**config.mk**
```make
export PLATFORM = sky130hd
export DESIGN_NAME = seq_averager
export DESIGN_NICKNAME = d
export VERILOG_FILES = /design/src/rtl/seq_averager_pkg.sv /design/src/rtl/seq_divider.sv /design/src/rtl/seq_averager.sv
export SDC_FILE = /design/constraint.sdc
export NUM_CORES = 1
export LEC_CHECK = 0
export CAP_MARGIN = 20
export CORE_MARGIN = 3
export CORE_UTILIZATION = 39
export CTS_BUF_LIST = sky130_fd_sc_hd__clkbuf_4
export CTS_CLUSTER_DIAMETER = 60
export CTS_CLUSTER_SIZE = 12
export DETAILED_ROUTE_END_ITERATION = 6
export SETUP_SLACK_MARGIN = 0.1
export SLEW_MARGIN = 20
export SYNTH_ARGS = -nofsm -noshare
export SYNTH_HDL_FRONTEND = slang
export SYNTH_SLANG_ARGS = --single-unit
```
**constraint.sdc**
```tcl
create_clock -name Clk -period 3.1 [get_ports Clk]
set_clock_uncertainty 0.1 [all_clocks]
set_input_delay 0.465 -clock Clk [delete_from_list [all_inputs] [get_ports Clk]]
set_output_delay 0.465 -clock Clk [all_outputs]
set_load 0.02 [all_outputs]
```
**src/rtl/seq_averager_pkg.sv**
```systemverilog
`default_nettype none
// +--------------------------------------------------------------------+
// | seq_averager_pkg: state encoding and width helpers for seq_averager |
// | Revision: 1.0                                                      |
// +--------------------------------------------------------------------+
package seq_averager_pkg;

    typedef logic [1:0] state_t;

    localparam state_t ST_IDLE  = 2'd0;
    localparam state_t ST_ACCUM = 2'd1;
    localparam state_t ST_DIV   = 2'd2;
    localparam state_t ST_DONE  = 2'd3;

    function automatic int cnt_width(input int max_samples);
        return $clog2(max_samples + 1);
    endfunction

    function automatic int acc_width(input int data_w, input int max_samples);
        return data_w + cnt_width(max_samples);
    endfunction

endpackage
`default_nettype wire

```
**src/rtl/seq_divider.sv**
```systemverilog
`default_nettype none
// +--------------------------------------------------------------------+
// | seq_divider: bit-serial restoring divider, one quotient bit/cycle,  |
// | ACC_W cycles from start to done.          Revision: 1.0            |
// +--------------------------------------------------------------------+
module seq_divider #(
    parameter int ACC_W = 20,
    parameter int CNT_W = 4
) (
    input  logic             Clk,
    input  logic             Rst,
    input  logic             start,
    input  logic [ACC_W-1:0] dividend,
    input  logic [CNT_W-1:0] divisor,
    output logic             done,
    output logic [ACC_W-1:0] quotient
);

    localparam int ITER_W = $clog2(ACC_W + 1);
    localparam logic [ITER_W-1:0] ITERS_AFTER_START = ITER_W'(ACC_W - 1);

    logic [CNT_W-1:0]  r_rem;
    logic [CNT_W-1:0]  r_div;
    logic [ACC_W-1:0]  r_quo;
    logic [ITER_W-1:0] r_left;
    logic              r_busy;
    logic              r_done;

    logic [CNT_W-1:0]  w_rem_in;
    logic [ACC_W-1:0]  w_quo_in;
    logic [CNT_W-1:0]  w_div_in;
    logic [CNT_W:0]    w_shift;
    logic [CNT_W-1:0]  w_rem_next;
    logic [ACC_W-1:0]  w_quo_next;

    // The start cycle performs the first iteration directly on the fresh operands.
    always_comb begin
        w_rem_in   = start ? '0 : r_rem;
        w_quo_in   = start ? dividend : r_quo;
        w_div_in   = start ? divisor : r_div;
        w_shift    = {w_rem_in, w_quo_in[ACC_W-1]};
        w_rem_next = w_shift[CNT_W-1:0];
        w_quo_next = {w_quo_in[ACC_W-2:0], 1'b0};
        if (w_shift >= {1'b0, w_div_in}) begin
            w_rem_next    = CNT_W'(w_shift - {1'b0, w_div_in});
            w_quo_next[0] = 1'b1;
        end
    end

    always_ff @(posedge Clk or negedge Rst) begin
        if (!Rst) begin
            r_rem  <= '0;
            r_div  <= '0;
            r_quo  <= '0;
            r_left <= '0;
            r_busy <= 1'b0;
            r_done <= 1'b0;
        end else begin
            r_done <= 1'b0;
            if (start) begin
                r_rem  <= w_rem_next;
                r_quo  <= w_quo_next;
                r_div  <= divisor;
                r_left <= ITERS_AFTER_START;
                r_busy <= 1'b1;
            end else if (r_busy) begin
                r_rem  <= w_rem_next;
                r_quo  <= w_quo_next;
                r_left <= r_left - 1'b1;
                if (r_left == ITER_W'(1)) begin
                    r_busy <= 1'b0;
                    r_done <= 1'b1;
                end
            end
        end
    end

    assign done     = r_done;
    assign quotient = r_quo;

endmodule
`default_nettype wire

```
**src/rtl/seq_averager.sv**
```systemverilog
`default_nettype none
// +--------------------------------------------------------------------+
// | seq_averager: streaming unsigned averager with valid/ready ports.  |
// | Define AVG_ROUND_EN for round-half-up.    Revision: 1.0            |
// +--------------------------------------------------------------------+
module seq_averager
    import seq_averager_pkg::*;
#(
    parameter int DATA_W      = 16,
    parameter int MAX_SAMPLES = 8,
    localparam int CNT_W      = cnt_width(MAX_SAMPLES),
    localparam int ACC_W      = acc_width(DATA_W, MAX_SAMPLES)
) (
    input  logic              Clk,
    input  logic              Rst,
    input  logic              start,
    input  logic [CNT_W-1:0]  num,
    input  logic              in_valid,
    output logic              in_ready,
    input  logic [DATA_W-1:0] in_data,
    output logic              out_valid,
    input  logic              out_ready,
    output logic [DATA_W-1:0] avg,
    output logic              busy,
    output logic              err_num
);

    localparam logic [CNT_W-1:0] MAX_CNT = CNT_W'(MAX_SAMPLES);

    state_t            r_state;
    logic [CNT_W-1:0]  r_num;
    logic [CNT_W-1:0]  r_count;
    logic [ACC_W-1:0]  r_acc;
    logic [DATA_W-1:0] r_avg;
    logic              r_div_go;
    logic              r_err;

    logic              w_num_ok;
    logic [CNT_W-1:0]  w_count_inc;
    logic [ACC_W-1:0]  w_dividend;
    logic              w_div_done;
    logic [ACC_W-1:0]  w_quotient;

    assign w_num_ok    = (num != '0) && (num <= MAX_CNT);
    assign w_count_inc = r_count + 1'b1;

`ifdef AVG_ROUND_EN
    // Adding num/2 before the floor divide gives round-half-up.
    assign w_dividend = r_acc + ACC_W'(r_num >> 1);
`else
    assign w_dividend = r_acc;
`endif

    seq_divider #(
        .ACC_W (ACC_W),
        .CNT_W (CNT_W)
    ) u_div (
        .Clk      (Clk),
        .Rst      (Rst),
        .start    (r_div_go),
        .dividend (w_dividend),
        .divisor  (r_num),
        .done     (w_div_done),
        .quotient (w_quotient)
    );

    always_ff @(posedge Clk or negedge Rst) begin
        if (!Rst) begin
            r_state  <= ST_IDLE;
            r_num    <= '0;
            r_count  <= '0;
            r_acc    <= '0;
            r_avg    <= '0;
            r_div_go <= 1'b0;
            r_err    <= 1'b0;
        end else begin
            r_err    <= 1'b0;
            r_div_go <= 1'b0;
            case (r_state)
                ST_IDLE: begin
                    if (start) begin
                        if (w_num_ok) begin
                            r_num   <= num;
                            r_acc   <= '0;
                            r_count <= '0;
                            r_state <= ST_ACCUM;
                        end else begin
                            r_err <= 1'b1;
                        end
                    end
                end
                ST_ACCUM: begin
                    if (in_valid) begin
                        r_acc   <= r_acc + ACC_W'(in_data);
                        r_count <= w_count_inc;
                        if (w_count_inc == r_num) begin
                            r_state  <= ST_DIV;
                            r_div_go <= 1'b1;
                        end
                    end
                end
                ST_DIV: begin
                    // The quotient is bounded by the sample maximum, so the low bits are exact.
                    if (w_div_done) begin
                        r_avg   <= DATA_W'(w_quotient);
                        r_state <= ST_DONE;
                    end
                end
                ST_DONE: begin
                    if (out_ready) begin
                        r_state <= ST_IDLE;
                    end
                end
                default: r_state <= ST_IDLE;
            endcase
        end
    end

    assign in_ready  = (r_state == ST_ACCUM);
    assign out_valid = (r_state == ST_DONE);
    assign busy      = (r_state != ST_IDLE);
    assign avg       = r_avg;
    assign err_num   = r_err;

endmodule
`default_nettype wire

```
=== Yosys cells after proc, flatten, opt, wreduce, memory -nomap -nowiden ===
Cells that the tools add are included.

* $add $sub $neg: 4
* Magnitude comparators: 2
* Equal/unequal tests: 11
* Muxes and demuxes: 38
* Reductions and logical operators: 10

{| class="wikitable"
|+ Operators with widths
! operator !! count
|-
| $mux 20 || 6
|-
| $pmux 20 s2 || 1
|-
| $mux 4 || 8
|-
| $add 20x16->20 || 1
|-
| $mux 1 || 13
|-
| $mux 2 || 6
|-
| $mux 5 || 2
|-
| $pmux 2 s4 || 1
|-
| $pmux 4 s2 || 1
|-
| $ne 2x1->1 const B || 3
|-
| $ne 2x2->1 const B || 3
|-
| $reduce_and 6->1 || 1
|-
| $reduce_bool 2->1 || 3
|-
| $eq 5x1->1 const B || 1
|-
| $ge 5x4->1 || 1
|-
| $sub 5x1->5 const B || 1
|-
| $add 4x1->4 const B || 1
|-
| $eq 2x2->1 const B || 2
|-
| $eq 4x4->1 || 1
|-
| $le 4x4->1 const B || 1
|-
| $reduce_and 4->1 || 1
|-
| $reduce_bool 4->1 || 1
|-
| $sub 4x4->4 || 1
|-
| $reduce_and 3->1 || 1
|-
| 4 further kinds || 4
|}

* Flip-flop bits (word level): 83
* Word-level logic and storage cells: 78

=== Longest topological paths before layout ===
Gate-level depths: netlist (run 1).

* Depth in word-level cells: 5
* Mapped depth: 10
* Depth with buffers taken out: 9

=== Cells and area by module ===
From an unflattened synthesis (run 1), not the netlist that was laid out.

* Cells, all modules: 483
* Area total of the unflattened synthesis: 4820.9 um^2

{| class="wikitable"
|+ By module, submodules not included
! module !! times used !! cells each !! area each (um^2)
|-
| seq_averager || 1 || 299 || 2956.6
|-
| seq_divider || 1 || 184 || 1864.3
|}

=== Worst setup path before layout (run 1) ===
OpenSTA, ideal clock, no wires.

* Path type: register -> register
* From: reg r_div_go
* To: reg u_div.r_rem[1]
* Data arrival time: 2668 ps
* Data required time: 2923 ps
* Setup slack: 255 ps
* Cell stages (with the launch flop): 11
* Period minus slack after synthesis: 2845 ps
* Path through: dfrtp_1 -> clkbuf_1 -> buf_1 -> mux2_2 -> ha_1 -> nor2b_1 -> a21o_1 -> a21oi_1 -> o21ai_0 -> mux2_2 -> a21oi_1

* Longest elaborated chain between the ends: 5
* Elaborated cells on any way between the ends: 9
* Classes of those cells: add/sub (1); order compare (1); mux (6); reduce/logical (1)

{| class="wikitable"
|+ RTL lines
! item !! line !! source
|-
| start: declaration || seq_averager.sv:35 || <nowiki>logic r_div_go;</nowiki>
|-
| start signal: assignment || seq_averager.sv:74 || <nowiki>r_div_go <= 1'b0;</nowiki>
|-
| start signal: assignment || seq_averager.sv:78 || <nowiki>r_div_go <= 1'b0;</nowiki>
|-
| start signal: assignment || seq_averager.sv:98 || <nowiki>r_div_go <= 1'b1;</nowiki>
|-
| $mux 4 (*) || -- ||
|-
| via u_div.w_div_in[0] || seq_divider.sv:31 || <nowiki>logic [CNT_W-1:0] w_div_in;</nowiki>
|-
| $sub 4x4->4 / $ge 5x4->1 (equally long branches) || seq_divider.sv:45, seq_divider.sv:44 ||
|-
| $mux 4 (*) || seq_divider.sv:44 || <nowiki>if (w_shift >= {1'b0, w_div_in}) begin</nowiki>
|-
| $mux 4 || seq_divider.sv:66 || <nowiki>end else if (r_busy) begin</nowiki>
|-
| $mux 4 (*) || seq_divider.sv:60 || <nowiki>if (start) begin</nowiki>
|-
| end signal: assignment || seq_divider.sv:61 || <nowiki>r_rem <= w_rem_next;</nowiki>
|-
| end signal: assignment || seq_divider.sv:67 || <nowiki>r_rem <= w_rem_next;</nowiki>
|-
| end: declaration || seq_divider.sv:22 || <nowiki>logic [CNT_W-1:0] r_rem;</nowiki>
|}

Mark *: on every way through the listed nets, which the timed path passes. The rest lies on a longest branch. The select of a mux whose other input is x is not followed.
A chain may end at the register's enable or synchronous reset.

=== Final worst setup path (run 1) ===
* From: reg r_div_go
* To: reg u_div.r_rem[1]

* Longest elaborated chain between the ends: 5
* Elaborated cells on any way between the ends: 9
* Classes of those cells: add/sub (1); order compare (1); mux (6); reduce/logical (1)

{| class="wikitable"
|+ RTL lines
! item !! line !! source
|-
| $mux 20, or another cell as far along || seq_divider.sv:39 || <nowiki>w_quo_in = start ? dividend : r_quo;</nowiki>
|-
| $sub 4x4->4 / $ge 5x4->1 (equally long branches) || seq_divider.sv:45, seq_divider.sv:44 ||
|-
| $mux 4 || seq_divider.sv:44 ||
|-
| $mux 4 || seq_divider.sv:66 ||
|-
| $mux 4 || seq_divider.sv:60 ||
|}

Parallel ways exist; a longest one is shown, timed or not. The select of a mux whose other input is x is not followed.

==> out/qor.yml, run 1 <==
grt_overflow: 0
cts_setup_buffers: 0
cp_slowest_cell: "dfrtp_1"
critPathMaxStageDelay_ps: 480
grt_util_met2_pct: 23.9
drive_above_1_share_pct: 12.1
clkSlewWorstSetupHoldPaths_ps: 130
p_switching_mw: 1.80
yosysSeqAreaShare_pct: 45.6
p_sw_share_pct: 41.0
worstMarginPinSlew_ps: 770
synth_common_cells: "dfrtp_1 (83), nand2_1 (51), o21ai_0 (50), ha_1 (27), mux2i_1 (27)"
synth_most_common_cell: "dfrtp_1"
syn_inst: 441
vdd_drop_max_v: 0.000317
setup_viol_count_final: 0
dr_total_vias: 3302
area_growth_pct: 16.3
vias_per_cell: 5.19
die_x_um: 114
synth-edff-count: 0
use_met3_pct: 2.96
synth_top_area_cell: "dfrtp_1"
initial_core_util_pct: 41.0
synth_seq_cells: 83
ant_nets: 0
io_buffer_count: 44
final_hold_viol_count: 0
internal_power_mw: 2.58
timing.critical_path.cells: "buf_4, mux2i_1, ha_1, nor2b_1, a21o_1, a21oi_1, o21ai_0, mux2_2, a21oi_1"
ys_dominant_reg_cell: "dfrtp_1"
rsz0062_at_grt: "no"
grt_pass1_vias: 3371
yosys-top-cells-area: "dfrtp_1 (46%), ha_1 (7.4%), mux2i_1 (5.9%), mux2_2 (5.9%), o21ai_0 (5.5%)"
power.leakage_nw: 2.35
drt_wl_total_mm: 9.56
critical_path_required_ps: 3350
hold_class: "reg -> reg"
cts_root_buffer: "clkbuf_4"
combPwrFrac_pct: 47.4
synth_area_mm2: 0.00456
post_cts_resized: 0
maxCapViolations: 0
period_needed_ps: 2690
core_mm2: 0.0111
die-height_um: 114
post-route-drc-count: 0
crit_top_cell: "a21oi_1"
antenna_found_initial: 0
antenna_cells: 0
cp.arrival_ps: 2940
grt_pass1_wl_mm: 16.4
io_pins: 45
cts_buffers: 9
synth_async_sr_flop_share_pct: 100
clockBufferDepth: 2
drt_iter0_markers: 149
powerDensity_mw_per_mm2: 826
hpwl_mm: 6.88
synth_top_area_share_pct: 45.6
timing.fmax_mhz: 371
nFillCells: 1112
synth_fp_nets: 495
fin_nets: 545
worstSkewPairLatency_ps: 430
h-tree-depth: 3
final_util_pct: 47.6
end_kind: "register"
cts_tree: "done"
top_usage_layer: "met2"
first_pass_iters: 4
min_period_over_period_pct: 86.9
setup_tns_ps: 0
grt_max_degree: 84
outcome: "completed"
path_max_fanout: 7
place_congestion: 0.896
synth_cell_type_count: 51
row_count: 38
post_synth.cell_area_avg_um2: 10.3
ys_warn_count: 0
maxSlewHeadroom_pct: 48.7
slew_viol_final: 0
die_area_mm2: 0.0130
wl_per_cell_um: 15.0
track_usage_pct: 15.9
seqPwrFrac_pct: 40.5
power_mw: 4.38
worstSetupPathType: "reg -> reg"
grt_use_met1_pct: 22.9
pwr-share-clk_pct: 12.1
cts_sinks: 83
start_kind: "register"
## cell usage in the layout, fill, tap and decap left out, types with 3 or more instances in the layout
cell type        count
xor2_1              10
nor2b_1              6
a22o_1               3
clkinv_2             4
a21o_1               3
ha_1                27
inv_1               14
a21oi_1             24
buf_4                9
clkdlybuf4s50_1     43
dfrtp_1             83
clkbuf_4             9
o21a_1               4
nand2_1             51
or3_1                3
nand2b_1            12
o21ai_0             50
mux2i_1             27
nand3_1              7
nor2_1              16
mux2_2              24
xnor2_1             13
nor3_1               8
## worst max-delay path: cells and delay by family (launching register included)
kind,cells,cell delay [ps]
buffers and inverters,1,200
muxes,2,540
DFF,1,480
and+or+nand+nor,1,190
AOI/OAI and AO/OA,4,810
adders and majority gates,1,300
## registers in the layout, summed over array words and instances (netlist names)
register	flops
u_div.r_busy	1
r_acc	20
r_count	4
r_state	2
u_div.r_left	5
u_div.r_rem	4
r_div_go	1
r_num	4
u_div.done	1
avg	16
u_div.quotient	20
err_num	1
u_div.r_div	4
## repair_timing
action / in CTS / in global routing
setup endpoints to repair: 0 / 0
endpoints found under the hold margin: 0 / 4
hold buffers: 0 / 1
## metal layers
layer	up-vias	wire length [um]
met1	1583	4900
met4	0	84
li1	1667	-
met5	-	0
met3	6	261
met2	46	4320
## through the flow
step | area, um^2 | hold slack [ps] | cells | setup WS (ps)
3_5_place_dp | 5180 | 393 | 619 | 48.6
4_1_cts | 5290 | 115 | 635 | 373
3_3_place_gp | 5180 | 383 | 619 | 96.1
6_report | 5300 | 418 | 636 | 406
5_1_grt | 5300 | 435 | 636 | 168
2_1_floorplan | 4560 | 69.4 | 441 | 255
## final cells by class
class	count	area [um^2]	area share, %
clock buffer	9	67.6	1.28
sequential	83	2080	39.2
clock inverter	7	35.0	0.661
multi-input combinational	329	2370	44.8
tap	140	175	3.31
inverter	14	52.6	0.992
timing repair buffer	54	519	9.80
## worst paths after layout
check,from,endpoint,slack (ps),depth (start not counted)
setup / recovery,r_div_go$_DFF_PN0_,u_div.r_rem[1]$_DFFE_PN0P_,410,9
hold / removal,avg[3]$_DFFE_PN0P_,avg[3]$_DFFE_PN0P_,420,1
setup reg to reg,r_div_go$_DFF_PN0_,u_div.r_rem[1]$_DFFE_PN0P_,410,9
hold reg to reg,avg[3]$_DFFE_PN0P_,avg[3]$_DFFE_PN0P_,420,1
max in group asynchronous,Rst,r_count[0]$_DFFE_PN0P_,1830,2
min in group asynchronous,Rst,r_acc[5]$_DFFE_PN0P_,520,2
## power by group through the flow
stage	Combinational, mW	Sequential [mW]	Clock [mW]
2_1_floorplan	1.58	1.69	0
3_3_place_gp	2.02	1.79	0
3_5_place_dp	2.08	1.80	0
4_1_cts	2.08	1.78	0.550
5_1_grt	2.36	1.83	0.601
6_report	2.07	1.77	0.528
## logic make-up (layout without fill, tap and decap cells)
| logic type | Yosys count | count (layout) | synth area share [%] |
|---|---|---|---|
| simple gates | 119 | 119 | 12.8 |
| flops | 83 | 83 | 45.6 |
| mux | 51 | 51 | 11.9 |
| fa+ha+maj | 29 | 29 | 8.29 |
| xor+xnor | 23 | 23 | 4.42 |
| compound gates | 107 | 107 | 14.7 |
| buf+inv | 29 | 84 | 2.39 |
No activity file was read; power rests on OpenSTA's default activity.
==> inputs of run 2 (changes only) <==
--- a/config.mk
+++ b/config.mk
@@ -9,7 +9,7 @@
 export CORE_MARGIN = 3
 export CORE_UTILIZATION = 39
 export CTS_BUF_LIST = sky130_fd_sc_hd__clkbuf_4
-export CTS_CLUSTER_DIAMETER = 60
+export CTS_CLUSTER_DIAMETER = 100
 export CTS_CLUSTER_SIZE = 12
 export DETAILED_ROUTE_END_ITERATION = 6
 export SETUP_SLACK_MARGIN = 0.1
==> results of run 2 <==
The final DEF is identical to that of run 1; final timing and power are the same.
==> inputs of run 3 (changes only) <==
--- a/config.mk
+++ b/config.mk
@@ -5,6 +5,7 @@
 export SDC_FILE = /design/constraint.sdc
 export NUM_CORES = 1
 export LEC_CHECK = 0
+export ABC_CLOCK_PERIOD_IN_PS = 3100
 export CAP_MARGIN = 20
 export CORE_MARGIN = 3
 export CORE_UTILIZATION = 39
==> results of run 3 <==
The final DEF is identical to that of run 1; final timing and power are the same.
